==> src/rtl/gate_op_arbiter_pkg.sv <==
// Shared types for the gate-op arbiter: opcode and FSM state encodings.
package gate_op_pkg;

    localparam int unsigned OP_W = 3;

    typedef enum logic [OP_W-1:0] {
        OP_NOT  = 3'd0,
        OP_AND  = 3'd1,
        OP_OR   = 3'd2,
        OP_NAND = 3'd3,
        OP_NOR  = 3'd4,
        OP_XOR  = 3'd5,
        OP_XNOR = 3'd6,
        OP_RSVD = 3'd7
    } op_e;

    typedef enum logic [1:0] {
        IDLE,
        EXEC,
        RESP
    } state_e;

endpackage

==> src/rtl/gate_op_arbiter_if.sv <==
// Request/response bundle between the requester agents and the arbiter.
interface gate_op_arbiter_if #(
    parameter int unsigned NUM_REQ = 4,
    parameter int unsigned WIDTH   = 8,
    parameter int unsigned CNT_W   = 16
) ();
    localparam int unsigned ID_W = $clog2(NUM_REQ);

    logic [NUM_REQ-1:0]                    req_valid;
    logic [NUM_REQ-1:0]                    req_ready;
    logic [NUM_REQ*gate_op_pkg::OP_W-1:0]  req_op;
    logic [NUM_REQ*WIDTH-1:0]              req_a;
    logic [NUM_REQ*WIDTH-1:0]              req_b;
    logic                                  rsp_valid;
    logic                                  rsp_ready;
    logic [WIDTH-1:0]                      rsp_data;
    logic [ID_W-1:0]                       rsp_id;
    logic                                  rsp_err;
    logic                                  busy;
    logic [CNT_W-1:0]                      done_cnt;

    modport slave (
        input  req_valid, req_op, req_a, req_b, rsp_ready,
        output req_ready, rsp_valid, rsp_data, rsp_id, rsp_err, busy, done_cnt
    );

    modport master (
        output req_valid, req_op, req_a, req_b, rsp_ready,
        input  req_ready, rsp_valid, rsp_data, rsp_id, rsp_err, busy, done_cnt
    );

endinterface

==> src/rtl/gate_op_arbiter_gate_unit.sv <==
// Combinational vectorised gate unit; every bit is a 2:1 mux on operand A.
module gate_unit_vec
    import gate_op_pkg::*;
#(
    parameter int unsigned WIDTH = 8
) (
    input  op_e              op_i,
    input  logic [WIDTH-1:0] a_i,
    input  logic [WIDTH-1:0] b_i,
    output logic [WIDTH-1:0] result_o,
    output logic             err_o
);

    always_comb begin
        result_o = '0;
        err_o    = (op_i == OP_RSVD);
        for (int unsigned i = 0; i < WIDTH; i++) begin
            case (op_i)
                OP_NOT:  result_o[i] = a_i[i] ? 1'b0     : 1'b1;
                OP_AND:  result_o[i] = a_i[i] ? b_i[i]   : 1'b0;
                OP_OR:   result_o[i] = a_i[i] ? 1'b1     : b_i[i];
                OP_NAND: result_o[i] = a_i[i] ? ~b_i[i]  : 1'b1;
                OP_NOR:  result_o[i] = a_i[i] ? 1'b0     : ~b_i[i];
                OP_XOR:  result_o[i] = a_i[i] ? ~b_i[i]  : b_i[i];
                OP_XNOR: result_o[i] = a_i[i] ? b_i[i]   : ~b_i[i];
                default: result_o[i] = 1'b0;
            endcase
        end
    end

endmodule

==> src/rtl/gate_op_arbiter.sv <==
// Round-robin arbiter sharing one gate unit among NUM_REQ requesters,
// sequenced by an IDLE -> EXEC -> RESP FSM.
module gate_op_arbiter
    import gate_op_pkg::*;
#(
    parameter int unsigned NUM_REQ = 4,
    parameter int unsigned WIDTH   = 8,
    parameter int unsigned CNT_W   = 16
) (
    input  logic              clk,
    input  logic              rst_n,
    gate_op_arbiter_if.slave  bus
);

    localparam int unsigned ID_W = $clog2(NUM_REQ);

    typedef logic [ID_W-1:0] id_t;

    state_e           state_q;
    id_t              rr_ptr_q;
    id_t              id_q;
    op_e              op_q;
    logic [WIDTH-1:0] a_q;
    logic [WIDTH-1:0] b_q;
    logic             rsp_valid_q;
    logic [WIDTH-1:0] rsp_data_q;
    id_t              rsp_id_q;
    logic             rsp_err_q;
    logic [CNT_W-1:0] done_cnt_q;

    logic             gnt_vld;
    id_t              gnt_idx;
    id_t              cand;
    logic [WIDTH-1:0] gu_result;
    logic             gu_err;

    // Search starts at rr_ptr and wraps, so the last winner is checked last.
    always_comb begin
        gnt_vld = 1'b0;
        gnt_idx = '0;
        cand    = '0;
        for (int unsigned k = 0; k < NUM_REQ; k++) begin
            cand = ID_W'((32'(rr_ptr_q) + k) % NUM_REQ);
            if (!gnt_vld && bus.req_valid[cand]) begin
                gnt_vld = 1'b1;
                gnt_idx = cand;
            end
        end
    end

    // Reset gating keeps req_ready low while rst_n is held, even with valids up.
    always_comb begin
        bus.req_ready = '0;
        if (rst_n && state_q == IDLE && gnt_vld) begin
            bus.req_ready[gnt_idx] = 1'b1;
        end
    end

    gate_unit_vec #(
        .WIDTH(WIDTH)
    ) u_gate (
        .op_i     (op_q),
        .a_i      (a_q),
        .b_i      (b_q),
        .result_o (gu_result),
        .err_o    (gu_err)
    );

    always_ff @(posedge clk or negedge rst_n) begin
        if (!rst_n) begin
            state_q     <= IDLE;
            rr_ptr_q    <= '0;
            id_q        <= '0;
            op_q        <= OP_NOT;
            a_q         <= '0;
            b_q         <= '0;
            rsp_valid_q <= 1'b0;
            rsp_data_q  <= '0;
            rsp_id_q    <= '0;
            rsp_err_q   <= 1'b0;
            done_cnt_q  <= '0;
        end else begin
            case (state_q)
                IDLE: begin
                    if (gnt_vld) begin
                        op_q    <= op_e'(bus.req_op[32'(gnt_idx)*OP_W +: OP_W]);
                        a_q     <= bus.req_a[32'(gnt_idx)*WIDTH +: WIDTH];
                        b_q     <= bus.req_b[32'(gnt_idx)*WIDTH +: WIDTH];
                        id_q    <= gnt_idx;
                        state_q <= EXEC;
                    end
                end
                EXEC: begin
                    rsp_data_q  <= gu_result;
                    rsp_err_q   <= gu_err;
                    rsp_id_q    <= id_q;
                    rsp_valid_q <= 1'b1;
                    state_q     <= RESP;
                end
                RESP: begin
                    if (bus.rsp_ready) begin
                        rsp_valid_q <= 1'b0;
                        rr_ptr_q    <= (32'(id_q) == NUM_REQ - 1) ? '0 : id_q + ID_W'(1);
                        done_cnt_q  <= done_cnt_q + CNT_W'(1);
                        state_q     <= IDLE;
                    end
                end
                default: state_q <= IDLE;
            endcase
        end
    end

    assign bus.rsp_valid = rsp_valid_q;
    assign bus.rsp_data  = rsp_data_q;
    assign bus.rsp_id    = rsp_id_q;
    assign bus.rsp_err   = rsp_err_q;
    assign bus.busy      = (state_q != IDLE);
    assign bus.done_cnt  = done_cnt_q;

endmodule

==> src/flat_wrapper.sv <==
// flat-port wrapper written by rule: the top's interface ports become plain ports
module gate_op_arbiter_flat import gate_op_pkg::*;
#(
    parameter int unsigned NUM_REQ = 4,
    parameter int unsigned WIDTH   = 8,
    parameter int unsigned CNT_W   = 16
)
  (clk, rst_n, bus_req_valid, bus_req_op, bus_req_a, bus_req_b, bus_rsp_ready, bus_req_ready, bus_rsp_valid, bus_rsp_data, bus_rsp_id, bus_rsp_err, bus_busy, bus_done_cnt);
  gate_op_arbiter_if #(.NUM_REQ(NUM_REQ), .WIDTH(WIDTH), .CNT_W(CNT_W)) bus_i ();
  input  logic clk;
  input  logic rst_n;
  input wire logic [$bits(bus_i.req_valid)-1:0] bus_req_valid;
  input wire logic [$bits(bus_i.req_op)-1:0] bus_req_op;
  input wire logic [$bits(bus_i.req_a)-1:0] bus_req_a;
  input wire logic [$bits(bus_i.req_b)-1:0] bus_req_b;
  input wire logic [$bits(bus_i.rsp_ready)-1:0] bus_rsp_ready;
  output wire logic [$bits(bus_i.req_ready)-1:0] bus_req_ready;
  output wire logic [$bits(bus_i.rsp_valid)-1:0] bus_rsp_valid;
  output wire logic [$bits(bus_i.rsp_data)-1:0] bus_rsp_data;
  output wire logic [$bits(bus_i.rsp_id)-1:0] bus_rsp_id;
  output wire logic [$bits(bus_i.rsp_err)-1:0] bus_rsp_err;
  output wire logic [$bits(bus_i.busy)-1:0] bus_busy;
  output wire logic [$bits(bus_i.done_cnt)-1:0] bus_done_cnt;
  assign bus_i.req_valid = bus_req_valid;
  assign bus_i.req_op = bus_req_op;
  assign bus_i.req_a = bus_req_a;
  assign bus_i.req_b = bus_req_b;
  assign bus_i.rsp_ready = bus_rsp_ready;
  assign bus_req_ready = bus_i.req_ready;
  assign bus_rsp_valid = bus_i.rsp_valid;
  assign bus_rsp_data = bus_i.rsp_data;
  assign bus_rsp_id = bus_i.rsp_id;
  assign bus_rsp_err = bus_i.rsp_err;
  assign bus_busy = bus_i.busy;
  assign bus_done_cnt = bus_i.done_cnt;
  gate_op_arbiter #(.NUM_REQ(NUM_REQ), .WIDTH(WIDTH), .CNT_W(CNT_W)) u_core (.clk(clk), .rst_n(rst_n), .bus(bus_i));
endmodule
==> config.mk <==
export PLATFORM = sky130hd
export DESIGN_NAME = gate_op_arbiter_flat
export DESIGN_NICKNAME = d
export VERILOG_FILES = /design/src/rtl/gate_op_arbiter_pkg.sv /design/src/rtl/gate_op_arbiter_if.sv /design/src/rtl/gate_op_arbiter_gate_unit.sv /design/src/rtl/gate_op_arbiter.sv /design/src/flat_wrapper.sv
export SDC_FILE = /design/constraint.sdc
export NUM_CORES = 1
export LEC_CHECK = 0
export CORE_MARGIN = 2
export CORE_UTILIZATION = 45
export CTS_BUF_LIST = sky130_fd_sc_hd__clkbuf_16
export CTS_CLUSTER_DIAMETER = 60
export CTS_CLUSTER_SIZE = 10
export DETAILED_ROUTE_END_ITERATION = 7
export GPL_ROUTABILITY_DRIVEN = 0
export GPL_TIMING_DRIVEN = 0
export PLACE_DENSITY_LB_ADDON = 0.25
export REMOVE_ABC_BUFFERS = 1
export SLEW_MARGIN = 20
export SYNTH_ARGS = -nofsm -noshare
export SYNTH_HDL_FRONTEND = slang
export SYNTH_SLANG_ARGS = --single-unit
==> constraint.sdc <==
create_clock -name clk -period 3.55 [get_ports clk]
set_input_delay 0.71 -clock clk [delete_from_list [all_inputs] [get_ports clk]]
set_output_delay 0.71 -clock clk [all_outputs]
set_load 0.1 [all_outputs]
# Yosys cells after proc, flatten, opt, wreduce, memory -nomap -nowiden
# Index checks and enable logic that the tools add are counted.
word_totals:
  out_inout_bits: 33
  mem_bits_rw: 0
  rom_bits: 0
  mem_count: 0
  register_bits: 53
  latchBits: 0
op_classes:
  n_bitwise: 8
  n_reduce_logical: 17
  shift: 3
  eq_ne: 12
  n_mux: 89
  n_mul: 1
  addsub: 5
  magnitude_cmp: 6
  div_mod_pow: 0
ops:
  columns: ["cell", "count"]
  rows:
  - ["$mux 1", 66]
  - ["$shiftx 32x6->8", 2]
  - ["$pmux 1 s7", 8]
  - ["$add 16x1->16 const B", 1]
  - ["$lt 2x3->1 const B", 5]
  - ["$mux 2", 7]
  - ["$eq 3x3->1 const B", 4]
  - ["$shiftx 12x5->3", 1]
  - ["$bmux 1 s2", 4]
  - ["$not 1->1", 8]
  - ["$reduce_and 2->1", 4]
  - ["$eq 3x2->1 const B", 2]
  - ["$logic_and 1x1->1", 6]
  - ["$pmux 2 s3", 1]
  - ["$add 2x1->2 const B", 2]
  - ["$add 2x2->2 const B", 2]
  - ["$eq 2x2->1 const B", 2]
  - ["$mul 2x2->4 const B", 1]
  - ["$mux 4", 1]
  - ["$reduce_bool 2->1", 2]
  - ["$eq 3x1->1 const B", 1]
  - ["$logic_not 1->1", 3]
  - ["$logic_not 3->1", 1]
  - ["$demux 1 s2", 1]
  - ["6 further kinds", 6]

# Depth between registers and ports, before layout
# Gate-level depths: netlist (run 1).
depth:
  ltp_word: 17
  depth_mapped: 7

# By module
# Synthesis (run 1) repeated with hierarchy kept, for this count alone.
unflattened:
  hier_cells: 358
  hier_area_um2: 3459.6
modules_own_cells:
  columns: ["mod", "seq_area_each_um2", "cells_each", "n_inst", "area_per_inst_um2"]
  rows:
  - ["gate_op_arbiter", 1326.3, 249, 1, 2578.7]
  - ["gate_unit_vec", 0.0, 109, 1, 880.8]

# Worst setup path before layout (run 1)
# No wires, ideal clock.
synth_path:
  path_kind: "input port to output port"
  startpoint: "input bus_req_valid[2]"
  endpoint: "output bus_req_ready[3]"
  cell_stages: 5
  path_slack_ns: 0.016
  arrival_time_ns: 2.824
  cell_sequence: "buf_2 a21oi_1 o221a_2 clkbuf_1 nor2b_1"
synth_between:
  elab_chain_len: 17
  elab_cells_between_ends: 29
  cone_classes: "order compare: 2; mux: 19; reduce/logical: 8"
synth_lines:
  columns: ["item", "line", "text"]
  rows:
  - ["start, declared", "flat_wrapper.sv:12", "input wire logic [$bits(bus_i.req_valid)-1:0] bus_req_valid;"]
  - ["$bmux 1 s2", "gate_op_arbiter.sv:44", "if (!gnt_vld && bus.req_valid[cand]) begin"]
  - ["$mux 1 (not written as such)", "gate_op_arbiter.sv:44", null]
  - ["$mux 1", "gate_op_arbiter.sv:44", null]
  - ["$logic_not 1->1", "gate_op_arbiter.sv:44", null]
  - ["$logic_and 1x1->1", "gate_op_arbiter.sv:44", null]
  - ["$mux 1", "gate_op_arbiter.sv:44", null]
  - ["$logic_not 1->1", "gate_op_arbiter.sv:44", null]
  - ["$logic_and 1x1->1", "gate_op_arbiter.sv:44", null]
  - ["$mux 1", "gate_op_arbiter.sv:44", null]
  - ["$logic_not 1->1", "gate_op_arbiter.sv:44", null]
  - ["$logic_and 1x1->1", "gate_op_arbiter.sv:44", null]
  - ["$mux 2", "gate_op_arbiter.sv:44", null]
  - ["$lt 2x3->1 (not written as such) / $ge 2x1->1 (equally long branches)", "gate_op_arbiter.sv:55", "bus.req_ready[gnt_idx] = 1'b1;"]
  - ["$logic_and 1x1->1 (not written as such)", "gate_op_arbiter.sv:55", null]
  - ["$mux 1 (not written as such)", "gate_op_arbiter.sv:55", null]
  - ["$demux 1 s2", null, null]
  - ["$mux 4 *", "gate_op_arbiter.sv:54", "if (rst_n && state_q == IDLE && gnt_vld) begin"]
  - ["end, declared", "flat_wrapper.sv:17", "output wire logic [$bits(bus_i.req_ready)-1:0] bus_req_ready;"]
# Every way passes the cells marked *; elsewhere a longest branch is shown, timed or not. The select of a mux whose other input is x is not followed.

# Worst setup path after layout (run 1)
layout_path:
  startpoint: "input bus_req_valid[3]"
  endpoint: "output bus_req_ready[2]"
# The elaborated chain is that of the path after synthesis.

==> results of run 1 <==
==> Yosys cell counts, drive strengths merged (5+ instances only) <==
library cell	instances	area share
nor2b	5	0.0085
nor2	40	0.041
nand2b	7	0.012
a21oi	22	0.030
o21ai	33	0.048
a41o	9	0.024
nand2	23	0.023
a221oi	11	0.028
mux2i	22	0.060
nand3	9	0.012
buf	19	0.035
and3	6	0.010
dfrtp	53	0.36
clkbuf	10	0.010
a22o	5	0.012
o311ai	8	0.019
o22ai	20	0.034
inv	27	0.027
xnor2	12	0.028
ha	25	0.085
==> state kept, by name (all words and copies together), names as in the netlist <==
name	count
u_core.bus.done_cnt	16
u_core.a_q	8
u_core.b_q	8
u_core.bus.rsp_data	8
u_core.op_q	3
u_core.bus.rsp_id	2
u_core.id_q	2
u_core.rr_ptr_q	2
u_core.state_q	2
u_core.bus.rsp_err	1
u_core.bus.rsp_valid	1
==> kinds of logic (layout without fill, tap and decap cells) <==
logic type | count (synthesis) | count (layout)
buffers and inverters | 56 | 153
and+or+nand+nor | 103 | 103
DFF | 53 | 53
muxes | 26 | 26
AOI/OAI and AO/OA | 130 | 131
adders and majority gates | 25 | 25
xor gates and xnor gates | 16 | 16
==> per-stage QoR <==
| step | cells | setup TNS (ns) | area (um2) | power, mW |
|---|---|---|---|---|
| after global routing | 612 | 0 | 5010 | 4.59 |
| after floorplan | 380 | 0 | 3530 | 3.03 |
| final | 612 | 0 | 5010 | 4.26 |
| after detailed placement | 602 | -5.52 | 4850 | 3.75 |
| after CTS | 612 | 0 | 4990 | 4.26 |
| after global placement | 600 | -16.15 | 4810 | 3.64 |
==> where the power goes <==
part	internal, mW	switching [mW]	leakage (nW)	total (mW)
Clock	0.259	0.221	0.0672	0.481
Combinational	0.968	1.61	1.50	2.58
Sequential	0.827	0.374	0.645	1.20
==> path summary, 6_finish.rpt <==
path | end | from | slack [ns] | cells after the start
hold reg to reg | u_core.bus.done_cnt[15] | u_core.bus.done_cnt[15] | 0.48 | 1
setup / recovery | bus_req_ready[2] | bus_req_valid[3] | 0.12 | 6
hold / removal | u_core.b_q[5] | rst_n | 0.46 | 1
setup reg to reg | u_core.a_q[3] | u_core.rr_ptr_q[1] | 1.34 | 7
min in group clk | u_core.bus.done_cnt[15] | u_core.bus.done_cnt[15] | 0.48 | 1
max in group asynchronous | u_core.op_q[1] | rst_n | 2.59 | 1
==> metal layers <==
layer / global-route usage / up-vias
met5: 0 / -
met4: 0.0652 / 0
met3: 0.0399 / 15
met2: 0.379 / 107
met1: 0.298 / 1666
li1: - / 1694
==> critical path: cells and delay by family <==
kind	cells	cell delay, ns
compound gates	1	0.21
buf+inv	3	1.06
simple gates	2	0.73
==> what timing repair did <==
item                       4_1_cts  5_1_grt
gates cloned                     1        0
pin swaps                        1        0
buffers inserted                 1        0
gates resized for setup         24        4
setup endpoints to repair        4        3
==> cell type report <==
class | instances | area (um2) | area share
Clock inverter | 3 | 18.8 | 0.00375
Multi-Input combinational cell | 301 | 2140 | 0.427
Tap cell | 105 | 131 | 0.0262
Clock buffer | 5 | 125 | 0.0250
Sequential cell | 53 | 1330 | 0.265
Inverter | 27 | 104 | 0.0207
Timing Repair Buffer | 118 | 1170 | 0.233
==> out/results.tsv, run 1 <==
stage	metric	value	unit
outcome	status	complete, no violations	
synth	synth-simple-area-share	0.130	
floorplanning	core	8090	um2
critical_path	crit_chain	clkdlybuf4s50_1 -> or3_4 -> o21ai_4 -> inv_4 -> and3_1 -> buf_2	
routing	wl_met3	589	um
critical_path	critPathMaxFanout	43	
clock_network	clk_latency	0.29	ns
critical_path	slowest_stage	clkdlybuf4s50_1	
timing	fin_skew	0.00675	ns
timing	worst_slack	0.124	ns
job	cap_violations	0	
final_layout	nNetsFinal	614	
critical_path	startpoint_type	input pin	
routing	drtIter0Drc	206	
critical_path	crit_path_end_kind	output pin	
timing	relSlewSlack	0.337	
synth	synth_compound_area_frac	0.244	
clock_network	cts_hold_buf	0	
timing	rsz0062_at_grt	no	
routing	top_layer_used	met4	
synth	synthArstFlopShare	1.00	
timing	finalHoldViolations	0	
timing	setup_violations	0	
routing	wl_met2	4850	um
final_layout	fillers	699	
grt	grt_antenna_before_repair	0	
floorplanning	die-area	8950	um2
synth	netlist_area	3690	um2
grt	grt_pass1_vias	3333	
grt	grt_pass1_wl	15900	um
critical_path	cp.arrival	2.72	ns
critical_path	max_stage_delay	0.59	ns
synth	ys_warn_count	0	
synth	seq_area_frac_synth	0.359	
final_layout	final_util	0.619	
clock_network	h-tree-depth	2	
grt	grt_max_degree	57	
clock_network	clock_sinks	53	
final_layout	drive_above_1_share	0.0611	
timing	finalCritPeriodShare	0.965	
timing	fmax	292	MHz
synth	ys.flop_type	dfrtp_1	
synth	synth_mux_area_frac	0.0718	
grt	overflow	0	
clock_network	tritoncts	built	
routing	ant_nets	0	
synth	syn_avg_cell_area	9.03	um2
synth	synth-seq-cells	53	
clock_network	clkTransAtPathRegs	0.07	ns
power_and_ir_drop	p_leak	2.21	nW
floorplanning	die_w	94.6	um
timing	drv_slew	0	
timing	whs	0.456	ns
clock_network	clockBufferDepth	2	
floorplanning	initial_core_util	0.456	
grt	grt.total_usage	0.225	
placed_design	dp_hpwl	7190	um
clock_network	numCtsBuffers	5	
placed_design	dp_worst_setup_slack	-1.41	ns
routing	drtPass1Iterations	4	
routing	wl_met1	4130	um
synth	synthAdderAreaFrac	0.0847	
floorplanning	rows	33	
synth	synth_xor_area_frac	0.0379	
final_layout	antennaDiodeCount	0	
power_and_ir_drop	power.density	851	nW/um2
power_and_ir_drop	ir_drop	410	uV
routing	viasPerCell	5.69	
routing	vias	3482	
final_layout	final_common_cell	clkdlybuf4s50_1	
placed_design	portBuffers	115	
final_layout	final_cell_mix	clkdlybuf4s50_1, dfrtp_1, nor2_1, inv_1, ha_1	
clock_network	cts_root_buffer	clkbuf_16	
critical_path	required	2.84	ns
synth	synth_top_family_by_area	compound AO/OA/AOI/OAI gates	
routing	drc_errors	0	
final_layout	syn_to_final_growth	35.6	%
routing	wl_per_cell	16.0	um
hold_path	hp-class	input pin to async pin	
floorplanning	ios	116	
synth	synth_cell_type_count	48	
routing	route.final.wire_length	9770	um
timing	period_needed	3.43	ns
synth	synth_edf_count	0	
timing	worst_pin_slew	0.991	ns
floorplanning	die_h	94.6	um
synth	synth_cells	409	
critical_path	critPathKind	input pin to output pin	
No activity file was read; power rests on OpenSTA's default activity.
==> run 2: changes to the inputs <==
--- a/config.mk
+++ b/config.mk
@@ -18,4 +18,5 @@
 export SLEW_MARGIN = 20
 export SYNTH_ARGS = -nofsm -noshare
 export SYNTH_HDL_FRONTEND = slang
+export SYNTH_HIERARCHICAL = 1
 export SYNTH_SLANG_ARGS = --single-unit
==> run 2 against run 1 <==
  * Area after synthesis down 6.3%
  * Hold slack lost 0.0019 ns
  * Via count shrank 11%
  * Cell area is 4.1% lower
==> out/results.tsv, run 2 <==
stage	metric	value	unit	change
power_and_ir_drop	comb_power_share	0.597		-0.009
clock_network	clkTransAtPathRegs	0.07	ns	about the same
power_and_ir_drop	ir_drop	554	uV	+35%
placed_design	portBuffers	115		unchanged
critical_path	r2r_slack	1.25	ns	-0.09 ns
final_layout	antennaDiodeCount	0		unchanged
final_layout	final_common_cell	clkdlybuf4s50_1		
synth	yosys.area.top_type	dfrtp_1		
floorplanning	die_w	91.7	um	-3.1%
critical_path	cp-startpoint	bus_req_valid[1]		
synth	netlist_area	3460	um2	-6.3%
floorplanning	die_h	91.7	um	-3.1%
grt	overflow	0		unchanged
power_and_ir_drop	swShare	0.492		-0.0257
routing	wl_per_cell	15.6	um	-2.5%
clock_network	h-tree-depth	2		unchanged
timing	relSlewSlack	0.319		-0.0182
synth	ys.flop_type	dfrtp_1		
timing	drv_slew	0		unchanged
synth	synth.most_common_cell	dfrtp_1		
final_layout	final_util	0.655		+0.0360
timing	finalHoldViolations	0		unchanged
timing	fin_skew	0.00803	ns	+0.00129 ns
job	cap_violations	0		unchanged
final_layout	nNetsFinal	565		-8.0%
floorplanning	rows	31		-6.1%
placed_design	dp_worst_setup_slack	-0.853	ns	+0.559 ns
synth	ys_top_cells_by_count	dfrtp_1, nand2_1, nor2_1, ha_1, inv_1		
clock_network	clock_sinks	53		unchanged
clock_network	cts_setup_buffers	0		-1
placed_design	dp_cells	549		-8.8%
floorplanning	die-area	8410	um2	-6.1%
power_and_ir_drop	p_leak	2.08	nW	-5.9%
floorplanning	ios	116		unchanged
timing	finalCritPeriodShare	0.995		+0.0295
synth	synthArstFlopShare	1.00		unchanged
synth	ys_warn_count	6		+6
critical_path	required	2.84	ns	about the same
synth	synth_edf_count	0		unchanged
hold_path	hp-class	input pin to async pin		
routing	drtPass1Iterations	6		+2
synth	yosysTopAreaCellShare	0.383		+0.0243
routing	ant_nets	0		unchanged
synth	synth_cell_type_count	51		+6.3%
routing	drc_errors	0		unchanged
grt	grt_max_degree	58		+1.8%
power_and_ir_drop	p_seq_frac	0.273		-0.009
critical_path	crit_path_end_kind	output pin		
synth	synth.area.top_cells	dfrtp_1, ha_1, a222oi_1, nand2_1, mux2_2		
synth	synth-seq-cells	53		unchanged
placed_design	dp_hpwl	6370	um	-11%
clock_network	numCtsBuffers	5		unchanged
clock_network	cts_root_buffer	clkbuf_16		
final_layout	fillers	585		-16%
outcome	status	complete, no violations		
grt	grt_antenna_before_repair	0		unchanged
power_and_ir_drop	intPower	2.15	mW	+4.9%
clock_network	clk_latency	0.29	ns	about the same
critical_path	startpoint_type	input pin		
power_and_ir_drop	power.density	884	nW/um2	+3.9%
routing	vias	3095		-11%
timing	worst_slack	0.0193	ns	-0.105 ns
routing	viasPerCell	5.56		-2.3%
timing	rsz0062_at_grt	yes		
critical_path	reg2reg_to	u_core/bus.rsp_data[7]		
critical_path	cp.arrival	2.82	ns	+0.10 ns
timing	worst_pin_slew	1.02	ns	+0.0272 ns
critical_path	critPathMaxFanout	20		-53%
power_and_ir_drop	switchingPower	2.09	mW	-5.4%
grt	grt_pass1_vias	3110		-6.7%
power_and_ir_drop	pwr-share-clk	0.129		+0.016
final_layout	final_cell_mix	clkdlybuf4s50_1, dfrtp_1, nand2_1, nor2_1, ha_1		
clock_network	tritoncts	built		
critical_path	critPathKind	input pin to output pin		
synth	seq_area_frac_synth	0.383		+0.0243
grt	grt_pass1_wl	14500	um	-9.2%
floorplanning	initial_core_util	0.472		+0.0155
synth	syn_avg_cell_area	9.66	um2	+7.0%
power_and_ir_drop	finalPower	4.24	mW	-0.44%
timing	period_needed	3.53	ns	+0.105 ns
final_layout	drive_above_1_share	0.0830		+0.0218
routing	drtIter0Drc	246		+19%
floorplanning	core	7330	um2	-9.4%
final_layout	largest_reg_flops	16		unchanged
timing	finalSetupTns	0	ns	unchanged
grt	grt.total_usage	0.214		-0.0116
timing	fmax	283	MHz	-3.0%
critical_path	rr_startpoint	u_core/op_q[1]		
final_layout	instances_no_fill	557		-9.0%
final_layout	syn_to_final_growth	38.8	%	
clock_network	cts_hold_buf	0		unchanged
routing	route.final.wire_length	8670	um	-11%
synth	synth_cells	358		-12%
critical_path	r2r_cells	4		-3
timing	setup_violations	0		unchanged
clock_network	clockBufferDepth	2		unchanged
run 2: cell families (layout without fill, tap and decap cells):
family,count (synthesis),count (layout),synth area share
flops,53,53,0.383
mux,21,21,0.0738
compound gates,82,82,0.180
xor+xnor,15,15,0.0380
simple gates,117,117,0.169
buf+inv,45,145,0.0658
fa+ha+maj,25,25,0.0904
run 2: critical path, stage by stage:
cell	delay (ns)
clkdlybuf4s50_1	0.55
a211oi_1	0.29
o31a_2	0.48
and3_1	0.23
clkdlybuf4s15_2	0.56
run 2: per-stage QoR:
stage          hold WS, ns  area [um2]
6_report             0.454        4800
5_1_grt              0.486        4800
4_1_cts              0.473        4800
3_5_place_dp         0.460        4620
3_3_place_gp         0.456        4590
2_1_floorplan        0.414        3310
run 2: cell type report:
cell class              instances  area [um2]  area share
flip-flops and latches         53        1330       0.276
clock inverters                 3        42.5     0.00886
multi-input cells             260        1930       0.402
inverters                      21        78.8      0.0164
repair buffers                116        1170       0.245
well taps                      99         124      0.0258
clock buffers                   5         125      0.0261
run 2: what timing repair did:
| action | CTS | global route |
|---|---|---|
| endpoints found under the setup margin | 4 | 4 |
| pin swaps | 0 | 1 |
| gates cloned | 0 | 0 |
| resized for setup | 18 | 1 |
run 2: how the worst max path moves through the flow:
stage | endpoint | slack, ns
finish | bus_req_ready[2] | 0.02
global route | bus_req_ready[1] | -0.07
CTS | bus_req_ready[2] | 0.01
detailed placement | bus_req_ready[2] | -0.85
global placement | bus_req_ready[0] | -1.68
floorplan | bus_req_ready[0] | -0.42
run 2: power by group through the flow:
stage	clock network, mW	registers, mW	logic [mW]
after detailed placement	0	1.17	2.52
after global routing	0.583	1.21	2.73
final	0.549	1.16	2.53
after floorplan	0	1.68	1.28
after CTS	0.558	1.16	2.53
after global placement	0	1.15	2.39
run 2: layer usage:
layer	part of all wire	vias to the layer above	track usage
li1	-	1508	-
met1	0.43	1491	0.276
met2	0.49	85	0.355
met3	0.052	11	0.0411
met4	0.020	0	0.0821
met5	0	-	0
